File: src/rtl/ami_pkg.sv
`default_nettype none
// ============================================================================
// Module   : ami_pkg
// Purpose  : Shared types and helpers for the AXI master write interface:
//            AXI response encoding, burst type, 4KB boundary size and the
//            response-severity merge function.
// Macros   : none
// Revision : 1.0 - initial release
// ============================================================================
package ami_pkg;

    typedef enum logic [1:0] {
        OKAY   = 2'd0,
        EXOKAY = 2'd1,
        SLVERR = 2'd2,
        DECERR = 2'd3
    } resp_t;

    localparam logic [1:0] BURST_INCR  = 2'b01;
    localparam int         BOUNDARY_4K = 4096;

    // Worst of two responses. EXOKAY is folded onto OKAY first; after that
    // the numeric encoding orders severity (DECERR > SLVERR > OKAY).
    function automatic resp_t resp_worst(input resp_t a, input resp_t b);
        resp_t fa;
        resp_t fb;
        fa = (a == EXOKAY) ? OKAY : a;
        fb = (b == EXOKAY) ? OKAY : b;
        return (fa > fb) ? fa : fb;
    endfunction

endpackage
`default_nettype wire

File: src/rtl/ami_sfifo.sv
`default_nettype none
// ============================================================================
// Module   : ami_sfifo
// Purpose  : Small synchronous FIFO with first-word-fall-through read port.
// Ports    : ACLK, ARESETn     clock, asynchronous active-low reset
//            push, push_data   write side (ignored while full)
//            pop, pop_data     read side, pop_data shows the head entry
//            full, empty       occupancy flags
// Macros   : none
// Revision : 1.0 - initial release
// ============================================================================
module ami_sfifo #(
    parameter int DW    = 8,
    parameter int DEPTH = 4
) (
    input  logic          ACLK,
    input  logic          ARESETn,
    input  logic          push,
    input  logic [DW-1:0] push_data,
    input  logic          pop,
    output logic [DW-1:0] pop_data,
    output logic          full,
    output logic          empty
);

    localparam int c_PW = (DEPTH > 1) ? $clog2(DEPTH) : 1;
    localparam int c_CW = $clog2(DEPTH + 1);

    logic [DW-1:0]   r_mem [DEPTH];
    logic [c_PW-1:0] r_wr;
    logic [c_PW-1:0] r_rd;
    logic [c_CW-1:0] r_cnt;
    logic            w_push;
    logic            w_pop;

    function automatic logic [c_PW-1:0] ptr_inc(input logic [c_PW-1:0] p);
        return (p == c_PW'(DEPTH - 1)) ? '0 : p + c_PW'(1);
    endfunction

    assign full     = (r_cnt == c_CW'(DEPTH));
    assign empty    = (r_cnt == '0);
    assign w_push   = push && !full;
    assign w_pop    = pop && !empty;
    assign pop_data = r_mem[r_rd];

    always_ff @(posedge ACLK or negedge ARESETn) begin
        if (!ARESETn) begin
            r_wr  <= '0;
            r_rd  <= '0;
            r_cnt <= '0;
        end else begin
            if (w_push) r_wr <= ptr_inc(r_wr);
            if (w_pop)  r_rd <= ptr_inc(r_rd);
            if (w_push && !w_pop)      r_cnt <= r_cnt + c_CW'(1);
            else if (w_pop && !w_push) r_cnt <= r_cnt - c_CW'(1);
        end
    end

    // Storage needs no reset: entries are only observed while non-empty.
    always_ff @(posedge ACLK) begin
        if (w_push) r_mem[r_wr] <= push_data;
    end

endmodule
`default_nettype wire

File: src/rtl/ami_w_split.sv
`default_nettype none
// ============================================================================
// Module   : ami_w_split
// Purpose  : AXI master write interface. Splits user write requests into
//            legal INCR bursts (MAX_BURST beats, never crossing 4KB),
//            generates WLAST, limits outstanding bursts, keeps AW ahead of
//            W and returns user write responses.
// Ports    : ACLK/ARESETn         clock, asynchronous active-low reset
//            AW*/W*/B*            AXI write master channels
//            usr_aw*              user request (id, addr, beat count)
//            usr_w*               user write data, passed through to W
//            usr_b*               user response (usr_blast marks the end
//                                 of a request)
// Macros   : AMI_W_RESP_MERGE_EN  defined: one merged usr_b per request
//                                 (worst response of all sub-bursts);
//                                 undefined: one usr_b per AXI sub-burst.
// Revision : 1.0 - initial release
// ============================================================================
module ami_w_split
    import ami_pkg::*;
#(
    parameter int AXI_DW    = 128,
    parameter int AXI_AW    = 32,
    parameter int AXI_IW    = 8,
    parameter int AXI_LW    = 8,
    parameter int UBW       = 16,
    parameter int MAX_BURST = 256,
    parameter int AMI_OD    = 4
) (
    input  logic                ACLK,
    input  logic                ARESETn,
    output logic [AXI_IW-1:0]   AWID,
    output logic [AXI_AW-1:0]   AWADDR,
    output logic [AXI_LW-1:0]   AWLEN,
    output logic [2:0]          AWSIZE,
    output logic [1:0]          AWBURST,
    output logic                AWVALID,
    input  logic                AWREADY,
    output logic [AXI_DW-1:0]   WDATA,
    output logic [AXI_DW/8-1:0] WSTRB,
    output logic                WLAST,
    output logic                WVALID,
    input  logic                WREADY,
    input  logic [AXI_IW-1:0]   BID,
    input  logic [1:0]          BRESP,
    input  logic                BVALID,
    output logic                BREADY,
    input  logic [AXI_IW-1:0]   usr_awid,
    input  logic [AXI_AW-1:0]   usr_awaddr,
    input  logic [UBW-1:0]      usr_awbeats,
    input  logic                usr_awvalid,
    output logic                usr_awready,
    input  logic [AXI_DW-1:0]   usr_wdata,
    input  logic [AXI_DW/8-1:0] usr_wstrb,
    input  logic                usr_wvalid,
    output logic                usr_wready,
    output logic [AXI_IW-1:0]   usr_bid,
    output logic [1:0]          usr_bresp,
    output logic                usr_blast,
    output logic                usr_bvalid,
    input  logic                usr_bready
);

    localparam int c_AXI_BYTES = AXI_DW / 8;
    localparam int c_SIZE      = $clog2(c_AXI_BYTES);
    localparam int c_OSTW      = $clog2(AMI_OD + 1);
    // Wide enough for the remaining count and the 4KB beat window.
    localparam int c_SW        = ((UBW > 13) ? UBW : 13) + 1;
    localparam logic [AXI_AW-1:0] c_LO_MASK = AXI_AW'(c_AXI_BYTES - 1);
    localparam logic [c_OSTW-1:0] c_OST_MAX = c_OSTW'(AMI_OD);

    typedef enum logic [0:0] {
        ST_IDLE  = 1'b0,
        ST_SPLIT = 1'b1
    } state_t;

    state_t              r_state;
    state_t              w_state_nxt;
    logic                r_run;
    logic [AXI_IW-1:0]   r_id;
    logic [AXI_AW-1:0]   r_addr;
    logic [UBW-1:0]      r_remaining;
    logic [c_OSTW-1:0]   r_ost;
    logic [AXI_LW-1:0]   r_beat;
    logic                r_ubvalid;
    logic [AXI_IW-1:0]   r_ubid;
    logic [1:0]          r_ubresp;
    logic                r_ublast;

    logic [c_SW-1:0]     w_rem;
    logic [c_SW-1:0]     w_bnd;
    logic [c_SW-1:0]     w_mb;
    logic [c_SW-1:0]     w_sub;
    logic                w_last_sub;
    logic                w_req_hs;
    logic                w_aw_hs;
    logic                w_w_hs;
    logic                w_b_hs;
    logic                w_len_full;
    logic                w_len_empty;
    logic [AXI_LW-1:0]   w_len_head;
    logic                w_trk_full;
    logic                w_trk_empty;
    logic                w_trk_last;
    logic                w_emit;
    logic [1:0]          w_emit_resp;

    // ---------------- sub-burst size ----------------
    assign w_rem = c_SW'(r_remaining);
    assign w_bnd = c_SW'((13'(BOUNDARY_4K) - {1'b0, r_addr[11:0]}) >> c_SIZE);
    assign w_mb  = c_SW'(MAX_BURST);

    always_comb begin
        w_sub = w_rem;
        if (w_mb  < w_sub) w_sub = w_mb;
        if (w_bnd < w_sub) w_sub = w_bnd;
    end

    assign w_last_sub = (w_rem == w_sub);

    // ---------------- AW FSM ----------------
    always_comb begin
        w_state_nxt = r_state;
        usr_awready = 1'b0;
        AWVALID     = 1'b0;
        case (r_state)
            ST_IDLE: begin
                // A new ID waits for all bursts to drain so B stays in order.
                usr_awready = r_run && ((r_ost == '0) || (usr_awid == r_id));
                if (usr_awvalid && r_run && ((r_ost == '0) || (usr_awid == r_id)))
                    w_state_nxt = ST_SPLIT;
            end
            ST_SPLIT: begin
                AWVALID = (r_ost < c_OST_MAX) && !w_len_full && !w_trk_full;
                if (AWREADY && (r_ost < c_OST_MAX) && !w_len_full && !w_trk_full
                    && w_last_sub)
                    w_state_nxt = ST_IDLE;
            end
            default: w_state_nxt = ST_IDLE;
        endcase
    end

    assign w_req_hs = usr_awvalid && usr_awready;
    assign w_aw_hs  = AWVALID && AWREADY;
    assign w_w_hs   = WVALID && WREADY;
    assign w_b_hs   = BVALID && BREADY;

    assign AWID    = r_id;
    assign AWADDR  = r_addr;
    assign AWLEN   = AXI_LW'(w_sub - c_SW'(1));
    assign AWSIZE  = 3'(c_SIZE);
    assign AWBURST = BURST_INCR;

    always_ff @(posedge ACLK or negedge ARESETn) begin
        if (!ARESETn) begin
            r_state     <= ST_IDLE;
            r_run       <= 1'b0;
            r_id        <= '0;
            r_addr      <= '0;
            r_remaining <= '0;
            r_ost       <= '0;
            r_beat      <= '0;
        end else begin
            r_state <= w_state_nxt;
            // Holds usr_awready low until the first edge after reset.
            r_run   <= 1'b1;
            if (w_req_hs) begin
                r_id        <= usr_awid;
                r_addr      <= usr_awaddr & ~c_LO_MASK;
                r_remaining <= usr_awbeats;
            end else if (w_aw_hs) begin
                r_addr      <= r_addr + (AXI_AW'(w_sub) << c_SIZE);
                r_remaining <= r_remaining - UBW'(w_sub);
            end
            case ({w_aw_hs, w_b_hs})
                2'b10:   r_ost <= r_ost + c_OSTW'(1);
                2'b01:   r_ost <= r_ost - c_OSTW'(1);
                default: r_ost <= r_ost;
            endcase
            if (w_w_hs) r_beat <= WLAST ? '0 : r_beat + AXI_LW'(1);
        end
    end

    // ---------------- length / tracking FIFOs ----------------
    ami_sfifo #(
        .DW    (AXI_LW),
        .DEPTH (AMI_OD)
    ) u_len_fifo (
        .ACLK      (ACLK),
        .ARESETn   (ARESETn),
        .push      (w_aw_hs),
        .push_data (AWLEN),
        .pop       (w_w_hs && WLAST),
        .pop_data  (w_len_head),
        .full      (w_len_full),
        .empty     (w_len_empty)
    );

    ami_sfifo #(
        .DW    (1),
        .DEPTH (AMI_OD)
    ) u_trk_fifo (
        .ACLK      (ACLK),
        .ARESETn   (ARESETn),
        .push      (w_aw_hs),
        .push_data (w_last_sub),
        .pop       (w_b_hs),
        .pop_data  (w_trk_last),
        .full      (w_trk_full),
        .empty     (w_trk_empty)
    );

    // ---------------- W path ----------------
    // Beats only flow once their burst length is known, so W never leads AW.
    assign WVALID     = usr_wvalid && !w_len_empty;
    assign usr_wready = WREADY && !w_len_empty;
    assign WDATA      = usr_wdata;
    assign WSTRB      = usr_wstrb;
    assign WLAST      = !w_len_empty && (r_beat == w_len_head);

    // ---------------- B path ----------------
    assign BREADY = !w_trk_empty && (!r_ubvalid || usr_bready);

`ifdef AMI_W_RESP_MERGE_EN
    resp_t r_acc;
    resp_t w_merged;

    assign w_merged    = resp_worst(r_acc, resp_t'(BRESP));
    assign w_emit      = w_b_hs && w_trk_last;
    assign w_emit_resp = w_merged;

    always_ff @(posedge ACLK or negedge ARESETn) begin
        if (!ARESETn) begin
            r_acc <= OKAY;
        end else if (w_b_hs) begin
            r_acc <= w_trk_last ? OKAY : w_merged;
        end
    end
`else
    assign w_emit      = w_b_hs;
    assign w_emit_resp = BRESP;
`endif

    always_ff @(posedge ACLK or negedge ARESETn) begin
        if (!ARESETn) begin
            r_ubvalid <= 1'b0;
            r_ubid    <= '0;
            r_ubresp  <= '0;
            r_ublast  <= 1'b0;
        end else if (w_emit) begin
            r_ubvalid <= 1'b1;
            r_ubid    <= BID;
            r_ubresp  <= w_emit_resp;
            r_ublast  <= w_trk_last;
        end else if (usr_bready) begin
            r_ubvalid <= 1'b0;
        end
    end

    assign usr_bvalid = r_ubvalid;
    assign usr_bid    = r_ubid;
    assign usr_bresp  = r_ubresp;
    assign usr_blast  = r_ublast;

`ifndef SYNTHESIS
    a_beats_nonzero: assert property (@(posedge ACLK) disable iff (!ARESETn)
        (usr_awvalid && usr_awready) |-> (usr_awbeats != '0))
        else $error("usr_awbeats of zero accepted as a request");
`endif

endmodule
`default_nettype wire

File: config.mk
export PLATFORM = sky130hd
export DESIGN_NAME = ami_w_split
export DESIGN_NICKNAME = d
export VERILOG_FILES = /design/src/rtl/ami_pkg.sv /design/src/rtl/ami_sfifo.sv /design/src/rtl/ami_w_split.sv
export SDC_FILE = /design/constraint.sdc
export NUM_CORES = 1
export LEC_CHECK = 0
export ABC_CLOCK_PERIOD_IN_PS = 6800
export BUFFER_PORTS_ARGS = -buffer_cell sky130_fd_sc_hd__buf_4
export CAP_MARGIN = 20
export CORE_AREA = 2 2 147 221
export DETAILED_ROUTE_END_ITERATION = 12
export DIE_AREA = 0 0 149 223
export PLACE_DENSITY = 0.53
export SYNTH_ARGS = -nofsm -noshare
export SYNTH_HDL_FRONTEND = slang
export SYNTH_HIERARCHICAL = 1
export SYNTH_SLANG_ARGS = --single-unit
File: constraint.sdc
create_clock -name ACLK -period 6.8 [get_ports ACLK]
set_input_delay 1.7 -clock ACLK [delete_from_list [all_inputs] [get_ports ACLK]]
set_output_delay 1.7 -clock ACLK [all_outputs]
set_load 0.03 [all_outputs]
==> results.ini <==
[timing]
final_hold_viol_count = 0
timing.clock.skew_ns = 0.0104
worst_pin_slew_ns = 1.09
fmax_mhz = 159
total_negative_slack_ns = 0
finalWorstPathRequiredPeriod_ns = 6.30
maxSlewViolCount = 0
timing.final.crit_share_pct = 92.6
slew-limit-headroom_pct = 26.8
setup_viol = 0
grt_setup_unrepaired = false

[synthesis]
synthSimpleGateAreaFrac_pct = 15.5
largest_family_of_logic_cells_by_synthesized_area = simple AND/OR/NAND/NOR gates
synth_fa_ha_area_share_pct = 8.76
synth_mux_area_share_pct = 6.12
synth.top_cell.area_share_pct = 24.5
synth-xor-area-share_pct = 5.66
synth_seq_area_share_pct = 36.2
synthesis.yosys.warnings = 6
synth_ff_type = dfrtp_1
synthCells = 979
yosys.cell_count.top_type = buf_4
yosysUniqueCellTypes = 76
synth_enable_flop_cells = 36
synth.area.top_cells = dfrtp_1 (25%), buf_4 (12%), edfxtp_1 (12%)
yosys_register_bits = 127
syn-mean-instance-area_um2 = 9.49
synthArstFlopShare_pct = 71.7
synth_largest_area_cell = dfrtp_1
synth_compound_area_share_pct = 12.3
netlist_top_cells_count = buf_4 (153), nand2_1 (98), dfrtp_1 (91)
synthesis.area_um2 = 9290

[power_and_ir_drop]
vdd_ir_drop_max_uv = 247
cellPowerDensity_nw_per_um2 = 568
leakage_nw = 4.42

[cts]
cts_repair_resize_count = 0
cts_tree = done
ctsRootBufferMaster = clkbuf_16
hold_buffers = 0
cts.path.max_buffers = 2
cts_post_setup_buffers_inserted = 0
clk_pin_slew_ns = 0.06
h-tree-depth = 4
cts_sinks = 127
cts_made_buffers = 17
clkLatencyLatePin_ns = 0.44

[drt]
drt_first_iter_violations = 364
routed_via_density = 4.88
dr_total_vias = 6838
drcViolationCount = 0
finalWirelength_um = 35200
final_antenna_net_count = 0
routedWlPerCell_um = 25.1
firstDrtPassIters = 4

[worst_setup_path]
required_ns = 5.10
worst-path-buf-inv = 3
cp_top_family = simple AND/OR/NAND/NOR gates
regToRegEndpoint = AWADDR[30]
path_depth = 15
slowest_stage = nor4_1
worst_r2r_startpoint = r_remaining[11]
cp_data_arrival_time_ns = 4.60
worstPathCellList = nor4_2 > nand2_1 > a21oi_2 > and2_1 > inv_1 > ha_1 > nand3_1 > nor4_1 > a21oi_4 > o21ai_0 > inv_1 > ha_1 > nor2b_1 > xnor2_1 > buf_4
worst_setup_path_end_kind = primary output
internal_reg_to_reg_setup_slack_ns = 1.12
cpPeakStageDelay_ns = 0.44
worst_setup_path_start_kind = flip-flop
setup.worst_path.class = flip-flop to primary output
timing.reg2reg.worst_path_depth = 18
path_max_fanout = 10

[layout]
synthesis_to_layout_area_growth_pct = 10.2
total_non_filler_cell_area_in_the_finished_layout_um2 = 10200
drive_above_1_share_pct = 23.1
antenna-diode-count = 0
n_fill_cell = 3328
final_nets = 1259
finalCoreUtilization_pct = 32.6
layoutNonFillerInstCount = 1402

[die]
floorplan.rows = 80
floorplan.die_area_um2 = 33200
floorplan.initialDensity_pct = 29.6
core-area_um2 = 31400
chip_height_um = 223
chipWidth_um = 149
ioPinCount = 433

[global_routing]
grt_overflow_total = 0
grt_pass1_vias = 6968
antenna_found_initial = 0
grt_pass1_wl_um = 49500
total_routing_usage_reported_by_global_routing_pct = 21.0
grt_start_max_net_pins = 48

[place]
place_inst = 1370
place_hpwl_um = 29600
place_area_um2 = 9660
port_buffers = 131
gp_congestion = 0.876

[worst_hold_path]
min_path_type = flip-flop to flip-flop
holdPathEnd = u_trk_fifo/r_cnt[2]
hp-start = u_trk_fifo/r_cnt[2]
whs_path_cells = 1

[status]
outcome = finished clean

[flow_run]
timing.max_cap.violations = 0

-- cells in the final DEF, fill, tap and decap left out, drive strengths merged, types with 13 or more instances in the layout --
cell type	instances
a21oi	48
buf	138
clkbuf	21
conb	23
dfrtp	91
edfxtp	36
ha	57
inv	44
mux2	24
nand2	98
nand3	23
nor2	54
nor3	25
nor4	13
o21ai	60
xnor2	28
xor2	32
-- routing by layer --
metal  global-route usage (%)  vias to the layer above  wire [um]
li1                         -                     3248          -
met1                     15.6                     3201       9310
met2                     34.7                      290      16600
met3                     21.7                       99       8030
met4                     8.82                        0       1260
met5                        0                        -          0
-- flip-flops by register name (all words and copies together) (netlist names), 2 cells and up --
| register | flops |
|---|---|
| u_len_fifo/r_mem | 32 |
| AWADDR | 28 |
| r_remaining | 16 |
| AWID | 8 |
| r_beat | 8 |
| usr_bid | 8 |
| u_trk_fifo/r_mem | 4 |
| r_ost | 3 |
| u_len_fifo/r_cnt | 3 |
| u_trk_fifo/r_cnt | 3 |
| u_len_fifo/r_rd | 2 |
| u_len_fifo/r_wr | 2 |
| u_trk_fifo/r_rd | 2 |
| u_trk_fifo/r_wr | 2 |
| usr_bresp | 2 |
-- per-stage QoR --
stage               worst slack, ns  total power, mW  hold slack [ns]
finish                        0.504             5.82            0.497
global route                 0.0781             6.31            0.522
CTS                           0.406             5.88            0.496
detailed placement            0.899             4.94            0.482
global placement              0.914             4.90            0.468
floorplan                      1.18             4.05            0.454
-- logic make-up after synthesis --
| logic type | Yosys count |
|---|---|
| AOI/OAI and AO/OA | 180 |
| muxes | 41 |
| other | 2 |
| DFF | 127 |
| and+or+nand+nor | 286 |
| xor gates and xnor gates | 60 |
| adders and majority gates | 62 |
| buffers and inverters | 221 |
-- worst max-delay path by stage --
stage          slack, ns            start       end
6_report            0.50  r_remaining[11]  AWLEN[4]
5_1_grt             0.08  r_remaining[12]  AWLEN[4]
4_1_cts             0.41  r_remaining[12]  AWLEN[4]
3_5_place_dp        0.90  r_remaining[12]  AWLEN[4]
3_3_place_gp        0.91  r_remaining[15]  AWLEN[7]
2_1_floorplan       1.18   r_remaining[4]  AWLEN[6]
-- final cells by class --
| type | instances | area (um2) | area share, % |
|---|---|---|---|
| timing repair buffer | 138 | 1040 | 10.1 |
| tap | 410 | 513 | 5.01 |
| clock inverter | 11 | 109 | 1.06 |
| inverter | 43 | 161 | 1.58 |
| multi-input combinational | 652 | 4590 | 44.8 |
| clock buffer | 21 | 472 | 4.61 |
| sequential | 127 | 3360 | 32.8 |
-- report_power, final --
group          switching [mW]  internal (mW)  leakage, nW
combinational            2.08           1.38         2.73
clock                   0.364          0.536        0.271
sequential              0.310           1.15         1.42
Note: power is estimated with default switching activity, not from simulation.
